**config.mk**
```make
export PLATFORM = sky130hd
export DESIGN_NAME = event_dispatcher
export DESIGN_NICKNAME = d
export VERILOG_FILES = /design/src/rtl/evt_pkg.sv /design/src/rtl/evt_min_queue.sv /design/src/rtl/event_dispatcher.sv
export SDC_FILE = /design/constraint.sdc
export NUM_CORES = 2
export LEC_CHECK = 0
export ABC_AREA = 0
export BUFFER_PORTS_ARGS = -buffer_cell sky130_fd_sc_hd__buf_2
export CELL_PAD_IN_SITES_DETAIL_PLACEMENT = 0
export CELL_PAD_IN_SITES_GLOBAL_PLACEMENT = 1
export CORE_MARGIN = 1.5
export CORE_UTILIZATION = 45
export DETAILED_ROUTE_END_ITERATION = 8
export PLACE_DENSITY_LB_ADDON = 0.1
export SETUP_SLACK_MARGIN = 0.1
export SYNTH_ARGS = -nofsm -noshare
export SYNTH_HDL_FRONTEND = slang
export SYNTH_SLANG_ARGS = --single-unit
```
**constraint.sdc**
```tcl
create_clock -name clk -period 9.15 [get_ports clk]
set_input_delay 2.2875 -clock clk [delete_from_list [all_inputs] [get_ports clk]]
set_output_delay 2.2875 -clock clk [all_outputs]
set_load 0.005 [all_outputs]
```
**src/rtl/evt_pkg.sv**
```systemverilog
`default_nettype none
// +------------------------------------------------------------------------+
// | Package : evt_pkg                                                      |
// | Shared definitions for the event dispatcher: message field layout,     |
// | LP id width helper, FSM state encoding and the null-message constant.  |
// | Message layout: [TIME_WID-1:0] time, [TIME_WID +: LP_W] LP id,         |
// | bit TIME_WID+LP_W anti flag; any higher bits are payload.              |
// | Revision: 1.0 - initial release                                        |
// +------------------------------------------------------------------------+
package evt_pkg;

   // The time field always starts at bit 0 of a message.
   localparam int TIME_LSB = 0;

   // Width of the LP id field; at least one bit even for a single LP.
   function automatic int lp_w(input int num_lp);
      return (num_lp > 1) ? $clog2(num_lp) : 1;
   endfunction

   function automatic int id_lsb(input int time_wid);
      return time_wid;
   endfunction

   function automatic int anti_bit(input int time_wid, input int lpw);
      return time_wid + lpw;
   endfunction

   // Null message: anti=1, id=0, time=0. Only bits [anti:0] take part in
   // the comparison; payload bits above the anti flag are ignored.
   function automatic logic [63:0] null_msg(input int time_wid, input int lpw);
      logic [63:0] m;
      m = '0;
      m[time_wid + lpw] = 1'b1;
      return m;
   endfunction

   typedef enum logic [2:0] {
      ST_IDLE     = 3'd0,
      ST_INIT     = 3'd1,
      ST_READY    = 3'd2,
      ST_RUNNING  = 3'd3,
      ST_FINISHED = 3'd4
   } state_e;

endpackage
`default_nettype wire

```
**src/rtl/evt_min_queue.sv**
```systemverilog
`default_nettype none
// +------------------------------------------------------------------------+
// | Module  : evt_min_queue                                                |
// | Sorted priority queue. Entries are kept in ascending key order, so     |
// | the head is always the minimum key; equal keys leave in arrival order. |
// | Ports : clk, rst_n (async, active-low), clr_i (sync clear),            |
// |         enq_i/enq_data_i (insert), deq_i (remove head),                |
// |         head_o (combinational, zero when empty), empty_o, full_o,      |
// |         count_o (occupancy).                                           |
// | Revision: 1.0 - initial release                                        |
// +------------------------------------------------------------------------+
module evt_min_queue
   import evt_pkg::*;
#(
   parameter int DEPTH = 32,
   parameter int WIDTH = 32,
   parameter int KEY_W = 16
) (
   input  logic                     clk,
   input  logic                     rst_n,
   input  logic                     clr_i,
   input  logic                     enq_i,
   input  logic [WIDTH-1:0]         enq_data_i,
   input  logic                     deq_i,
   output logic [WIDTH-1:0]         head_o,
   output logic                     empty_o,
   output logic                     full_o,
   output logic [$clog2(DEPTH):0]   count_o
);

   localparam int CW = $clog2(DEPTH) + 1;

   logic [WIDTH-1:0] mem_q [DEPTH];
   logic [WIDTH-1:0] mem_d [DEPTH];
   logic [WIDTH-1:0] shf   [DEPTH];
   logic [DEPTH-1:0] le;
   logic [CW-1:0]    cnt_q, cnt_d, cnt_post;
   logic             do_enq, do_deq;

   assign empty_o = (cnt_q == '0);
   assign full_o  = (cnt_q == CW'(DEPTH));
   assign head_o  = empty_o ? '0 : mem_q[0];
   assign count_o = cnt_q;

   // A dequeue frees a slot, so a full queue may accept in the same cycle.
   assign do_deq = deq_i && !empty_o;
   assign do_enq = enq_i && (!full_o || do_deq);

   always_comb begin
      cnt_post = cnt_q - CW'(do_deq);
      for (int i = 0; i < DEPTH; i++) begin
         int j;
         j = (do_deq && (i < DEPTH - 1)) ? i + 1 : i;
         shf[i] = mem_q[j];
      end
      // le is a thermometer code: entries whose key is <= the new key stay
      // in front of it, which preserves FIFO order among equal keys.
      for (int i = 0; i < DEPTH; i++) begin
         le[i] = (CW'(i) < cnt_post) &&
                 (shf[i][KEY_W-1:0] <= enq_data_i[KEY_W-1:0]);
      end
      for (int i = 0; i < DEPTH; i++) begin
         int  k;
         logic prev_le;
         k       = (i == 0) ? 0 : i - 1;
         prev_le = (i == 0) ? 1'b1 : le[k];
         if (!do_enq || le[i])
            mem_d[i] = shf[i];
         else if (prev_le)
            mem_d[i] = enq_data_i;
         else
            mem_d[i] = shf[k];
      end
      if (clr_i)
         cnt_d = '0;
      else
         cnt_d = cnt_q + CW'(do_enq) - CW'(do_deq);
   end

   always_ff @(posedge clk or negedge rst_n) begin
      if (!rst_n)
         cnt_q <= '0;
      else
         cnt_q <= cnt_d;
   end

   // Storage needs no reset: occupancy alone defines which slots are live.
   always_ff @(posedge clk) begin
      for (int i = 0; i < DEPTH; i++)
         mem_q[i] <= mem_d[i];
   end

endmodule
`default_nettype wire

```
**src/rtl/event_dispatcher.sv**
```systemverilog
`default_nettype none
// +------------------------------------------------------------------------+
// | Module  : event_dispatcher                                             |
// | PHOLD event dispatcher: seeds one event per LP, then receives events   |
// | from cores, keeps them time-ordered and dispatches the earliest to an  |
// | idle core, tracking global virtual time until the run ends.            |
// | Ports : clk, rst_n (async, active-low), start,                         |
// |         core_rdy, core_evt_vld, core_evt_data, core_evt_ack,           |
// |         core_active, core_min_time, disp_vld, disp_data, gvt,          |
// |         rtn_vld, q_count.                                              |
// | Option: DISPATCH_STATS_EN adds stat_disp, stat_rcv, stat_null.         |
// | Revision: 1.0 - initial release                                        |
// +------------------------------------------------------------------------+
module event_dispatcher
   import evt_pkg::*;
#(
   parameter int NUM_CORE     = 4,
   parameter int NUM_LP       = 8,
   parameter int TIME_WID     = 16,
   parameter int MSG_WID      = 32,
   parameter int Q_DEPTH      = 32,
   parameter int SIM_END_TIME = 16000
) (
   input  logic                         clk,
   input  logic                         rst_n,
   input  logic                         start,
   input  logic [NUM_CORE-1:0]          core_rdy,
   input  logic [NUM_CORE-1:0]          core_evt_vld,
   input  logic [NUM_CORE*MSG_WID-1:0]  core_evt_data,
   output logic [NUM_CORE-1:0]          core_evt_ack,
   input  logic [NUM_CORE-1:0]          core_active,
   input  logic [NUM_CORE*TIME_WID-1:0] core_min_time,
   output logic [NUM_CORE-1:0]          disp_vld,
   output logic [MSG_WID-1:0]           disp_data,
   output logic [TIME_WID-1:0]          gvt,
   output logic                         rtn_vld,
   output logic [$clog2(Q_DEPTH):0]     q_count
`ifdef DISPATCH_STATS_EN
   ,
   output logic [31:0]                  stat_disp,
   output logic [31:0]                  stat_rcv,
   output logic [31:0]                  stat_null
`endif
);

   localparam int   LP_W     = lp_w(NUM_LP);
   localparam int   ID_LSB   = id_lsb(TIME_WID);
   localparam int   ANTI_BIT = anti_bit(TIME_WID, LP_W);
   localparam int   PTR_W    = (NUM_CORE > 1) ? $clog2(NUM_CORE) : 1;
   localparam logic [63:0]         NULL_MSG = null_msg(TIME_WID, LP_W);
   localparam logic [LP_W-1:0]     LAST_LP  = LP_W'(NUM_LP - 1);
   localparam logic [TIME_WID-1:0] END_T    = TIME_WID'(SIM_END_TIME);

   // Round-robin pick: first requester at or after ptr, wrapping.
   function automatic logic [PTR_W-1:0] rr_pick(input logic [NUM_CORE-1:0] req,
                                                input logic [PTR_W-1:0]    ptr);
      logic [PTR_W-1:0] idx;
      logic             found;
      int               j;
      idx   = ptr;
      found = 1'b0;
      for (int i = 0; i < NUM_CORE; i++) begin
         j = int'(ptr) + i;
         if (j >= NUM_CORE)
            j = j - NUM_CORE;
         if (!found && req[j]) begin
            idx   = PTR_W'(j);
            found = 1'b1;
         end
      end
      return idx;
   endfunction

   function automatic logic [PTR_W-1:0] rr_next(input logic [PTR_W-1:0] idx);
      return (int'(idx) == NUM_CORE - 1) ? '0 : idx + PTR_W'(1);
   endfunction

   state_e              state_q;
   logic [LP_W-1:0]     init_cnt_q;
   logic [TIME_WID-1:0] gvt_q;
   logic                rtn_vld_q;
   logic [PTR_W-1:0]    disp_ptr_q, rcv_ptr_q;

   logic                running, init_phase;
   logic [PTR_W-1:0]    disp_idx, rcv_idx;
   logic                q_clr, q_enq, q_deq, q_empty, q_full;
   logic [MSG_WID-1:0]  q_enq_data, q_head, rcv_msg, init_msg;
   logic                rcv_ok, rcv_null;
   logic                gvt_ok;
   logic [TIME_WID-1:0] gvt_min;

   assign running    = (state_q == ST_RUNNING);
   assign init_phase = (state_q == ST_INIT);

   assign disp_idx = rr_pick(core_rdy, disp_ptr_q);
   assign rcv_idx  = rr_pick(core_evt_vld, rcv_ptr_q);

   assign q_clr = (state_q == ST_IDLE) && start;
   assign q_deq = running && !q_empty && (|core_rdy);

   // Accept only when the queue has room now or the same-cycle dequeue
   // makes room.
   assign rcv_ok   = running && (|core_evt_vld) && (!q_full || q_deq);
   assign rcv_msg  = core_evt_data[int'(rcv_idx)*MSG_WID +: MSG_WID];
   assign rcv_null = (rcv_msg[ANTI_BIT:0] == NULL_MSG[ANTI_BIT:0]);

   always_comb begin
      init_msg = '0;
      init_msg[ID_LSB +: LP_W] = init_cnt_q;
   end

   assign q_enq      = init_phase || (rcv_ok && !rcv_null);
   assign q_enq_data = init_phase ? init_msg : rcv_msg;

   assign core_evt_ack = rcv_ok ? (NUM_CORE'(1) << rcv_idx) : '0;
   assign disp_vld     = q_deq  ? (NUM_CORE'(1) << disp_idx) : '0;
   assign disp_data    = q_head;
   assign gvt          = gvt_q;
   assign rtn_vld      = rtn_vld_q;

   evt_min_queue #(
      .DEPTH (Q_DEPTH),
      .WIDTH (MSG_WID),
      .KEY_W (TIME_WID)
   ) u_queue (
      .clk        (clk),
      .rst_n      (rst_n),
      .clr_i      (q_clr),
      .enq_i      (q_enq),
      .enq_data_i (q_enq_data),
      .deq_i      (q_deq),
      .head_o     (q_head),
      .empty_o    (q_empty),
      .full_o     (q_full),
      .count_o    (q_count)
   );

   // GVT candidate: queue head (if any) and every active core's minimum.
   always_comb begin
      gvt_ok  = !q_empty;
      gvt_min = q_head[TIME_LSB +: TIME_WID];
      for (int i = 0; i < NUM_CORE; i++) begin
         if (core_active[i]) begin
            if (!gvt_ok || (core_min_time[i*TIME_WID +: TIME_WID] < gvt_min))
               gvt_min = core_min_time[i*TIME_WID +: TIME_WID];
            gvt_ok = 1'b1;
         end
      end
   end

   always_ff @(posedge clk or negedge rst_n) begin
      if (!rst_n) begin
         state_q    <= ST_IDLE;
         init_cnt_q <= '0;
         gvt_q      <= '0;
         rtn_vld_q  <= 1'b0;
         disp_ptr_q <= '0;
         rcv_ptr_q  <= '0;
      end else begin
         rtn_vld_q <= 1'b0;
         case (state_q)
            ST_IDLE: begin
               if (start) begin
                  state_q    <= ST_INIT;
                  init_cnt_q <= '0;
                  gvt_q      <= '0;
               end
            end
            ST_INIT: begin
               if (init_cnt_q == LAST_LP)
                  state_q <= ST_READY;
               else
                  init_cnt_q <= init_cnt_q + LP_W'(1);
            end
            ST_READY: state_q <= ST_RUNNING;
            ST_RUNNING: begin
               if (gvt_ok)
                  gvt_q <= gvt_min;
               if (q_deq)
                  disp_ptr_q <= rr_next(disp_idx);
               if (rcv_ok)
                  rcv_ptr_q <= rr_next(rcv_idx);
               // rtn_vld is registered alongside the state so it is high
               // for exactly the FINISHED cycle.
               if (gvt_q > END_T) begin
                  state_q   <= ST_FINISHED;
                  rtn_vld_q <= 1'b1;
               end
            end
            ST_FINISHED: state_q <= ST_IDLE;
            default:     state_q <= ST_IDLE;
         endcase
      end
   end

`ifdef DISPATCH_STATS_EN
   logic [31:0] stat_disp_q, stat_rcv_q, stat_null_q;

   function automatic logic [31:0] sat_inc(input logic [31:0] v);
      return (v == 32'hFFFF_FFFF) ? v : v + 32'd1;
   endfunction

   always_ff @(posedge clk or negedge rst_n) begin
      if (!rst_n) begin
         stat_disp_q <= '0;
         stat_rcv_q  <= '0;
         stat_null_q <= '0;
      end else if (q_clr) begin
         stat_disp_q <= '0;
         stat_rcv_q  <= '0;
         stat_null_q <= '0;
      end else begin
         if (q_deq)
            stat_disp_q <= sat_inc(stat_disp_q);
         if (rcv_ok && !rcv_null)
            stat_rcv_q <= sat_inc(stat_rcv_q);
         if (rcv_ok && rcv_null)
            stat_null_q <= sat_inc(stat_null_q);
      end
   end

   assign stat_disp = stat_disp_q;
   assign stat_rcv  = stat_rcv_q;
   assign stat_null = stat_null_q;
`endif

endmodule
`default_nettype wire

```
==> results_dict.tcl <==
set metrics [dict create \
    synth-edff-count 32 \
    drive_gt1_share_pct 25.28 \
    clk_pin_slew_ns 0.06 \
    drc 0 \
    final_hold_viol_count 0 \
    hp-start "state_q[2]" \
    dieArea_sq_mm 0.1660 \
    dp_hpwl_um 162400 \
    min_period_ns 8.982 \
    report.final.setup_viol 0 \
    dr.pass1.iters 5 \
    syn_area_sq_mm 0.07358 \
    finClkSkew_ns 0.04766 \
    cpPeakStageDelay_ns 0.56 \
    crit_fanout 7 \
    final_common_cell "mux2i_1" \
    rr_worst_depth 46 \
    cts_tree "yes" \
    fp-row-count 148 \
    synth_nets 8210 \
    nets 8405 \
    core-area_sq_mm 0.1626 \
    crit_required_ns 9.82 \
    yosys_warnings 0 \
    critical_path_class "in -> reg" \
    endpoint_kind "flip-flop" \
    via_count 55179 \
    slew_headroom_pct 19.00 \
    layout_common_cells "mux2i_1, dfxtp_1, mux2_2" \
    clk-insertion-delay-late_ns 0.80 \
    ys.flop_type "dfxtp_1" \
    gp_congestion 0.8518 \
    period_share_pct 98.16 \
    seq_area_frac_synth_pct 29.42 \
    clockBufferDepth 3 \
    synth_seq_cells 1057 \
    fmaxAchievable_mhz 111.3 \
    slowest_stage "or4_4" \
    cap_violations 0 \
    hold_path.class "reg -> reg" \
    r2r_start "u_queue.count_o[3]" \
    grt_pass1_wl_um 342000 \
    ios 270 \
    netlist_instances 7409 \
    place_area_sq_mm 0.07809 \
    chipWidth_um 407.4 \
    via_per_inst 5.584 \
    slew_violations 0 \
    grt_start_max_net_pins 107 \
    antennaDiodeCount 0 \
    syn_to_final_growth_pct 13.04 \
    routedWlPerCell_um 22.33 \
    antenna_found_initial 3 \
    track_usage_pct 25.84 \
    startpoint_type "primary input" \
    cts_made_buffers 132 \
    rsz0062_at_grt "yes" \
    fin_util_pct 51.16 \
    crit_path_end "gvt[6]" \
    grt_pass1_vias 55729 \
    design_area_sq_mm 0.08318 \
    worst_pin_slew_ns 1.215 \
    clock-sinks 1057 \
    port_buffers 269 \
    postRouteAntennaNets 0 \
    drt_wl_total_um 220600 \
    syn-mean-instance-area_sq_um 9.932 \
    drtIter0Drc 2950 \
    async_reset_ff_share_pct 3.122 \
    synth_cell_types 73 \
    critPathLaunch "core_min_time[11]" \
    reg2reg_to "gvt[6]" \
    crit_top_cell "a21o_1" \
    r2r_slack_ns 0.46 \
    grt_overflow 0 \
    h-tree-depth 4 \
    fill_cells 15180 \
    root_buffer "clkbuf_16" \
    worstPathArrival_ns 9.65 \
    die_y_um 407.4 \
    status "finished clean" \
    start_util_pct 45.26 \
]
==> metal layers <==
metal / vias up / track usage (%) / part of all wire, %
met5: - / 0 / 0
met4: 0 / 5.488 / 1.9
met3: 211 / 3.012 / 3.4
met2: 901 / 40.97 / 44
met1: 26663 / 37.44 / 50
li1: 27404 / - / -
==> cells in the mapped netlist, drive strengths merged (21+ instances only) <==
master,count,area (sq um)
a211oi,25,187.7
edfxtp,32,960.9
dfxtp,992,19860
mux2i,1690,16920
mux2,976,11030
nor2,116,435.4
dfrtp,33,825.8
o21ai,179,899.6
nor2b,64,400.4
clkbuf,316,1186
a21o,97,728.2
buf,219,1558
a21oi,775,3886
and2,51,319.1
o21a,105,788.3
o22ai,21,145.1
mux4,32,720.7
nand2b,50,312.8
nand4,107,669.4
ha,593,7420
nor3,28,140.1
inv,528,1982
nand2,194,728.2
==> repair_timing <==
item                                    4_1_cts  5_1_grt
gates resized for setup                       6       73
hold buffers                                  0        0
endpoints found under the setup margin       16       16
pin swaps                                     3       51
buffers inserted                              0       15
gates cloned                                  0        5
==> sequential cells by signal, indices dropped and copies added, names as in the netlist <==
register,flops
gvt,16
u_queue.count_o,6
disp_ptr_q,2
u_queue.mem_q,1024
init_cnt_q,3
rcv_ptr_q,2
rtn_vld,1
state_q,3
==> cell type report <==
| cell class | instances | area [sq um] | area share (%) |
|---|---|---|---|
| multi-input cells | 5290 | 48150 | 57.89 |
| inverters | 528 | 1989 | 2.392 |
| clock inverters | 46 | 620.6 | 0.7461 |
| flip-flops and latches | 1057 | 21650 | 26.02 |
| well taps | 2175 | 2721 | 3.272 |
| repair buffers | 595 | 4249 | 5.109 |
| clock buffers | 190 | 3801 | 4.570 |
==> cells by family (layout without fill, tap and decap cells) <==
logic type | after synthesis | count (layout) | share of synthesized area, %
flops | 1057 | 1057 | 29.42
simple gates | 685 | 686 | 4.816
compound gates | 1304 | 1304 | 10.18
xor+xnor | 8 | 8 | 0.09523
fa+ha+maj | 594 | 594 | 10.11
buf+inv | 1063 | 1359 | 6.422
mux | 2698 | 2698 | 38.96
==> worst max-delay path: cells and delay by family <==
kind | cells | cell delay [ns]
AO/OA/AOI/OAI | 22 | 3.42
buffers and inverters | 8 | 1.05
multiplexers | 1 | 0.31
AND/OR/NAND/NOR | 8 | 1.50
adder cells (fa/ha/maj) | 4 | 1.07
==> through the flow <==
| step | setup TNS [ns] | instances | hold WS, ns | worst slack, ns |
|---|---|---|---|---|
| 3_5_place_dp | -12.74 | 9625 | 0.4699 | -0.8633 |
| 3_3_place_gp | -11.83 | 9625 | 0.4667 | -0.7928 |
| 2_1_floorplan | -0.8177 | 7409 | 0.4350 | -0.05499 |
| 5_1_grt | -0.6656 | 9881 | 0.4970 | -0.09077 |
| 6_report | 0 | 9881 | 0.4686 | 0.1684 |
| 4_1_cts | 0 | 9861 | 0.4662 | 0.1095 |
==> worst min-delay path by stage <==
| stage | end | depth (start not counted) |
|---|---|---|
| 6_report | state_q[1] | 1 |
| 5_1_grt | state_q[1] | 1 |
| 4_1_cts | state_q[1] | 1 |
| 3_5_place_dp | state_q[1] | 1 |
| 3_3_place_gp | state_q[0] | 1 |
| 2_1_floorplan | state_q[1] | 1 |
Power is not shown: default switching activity piles up to over one toggle a cycle in this logic, so the estimate is an artifact.
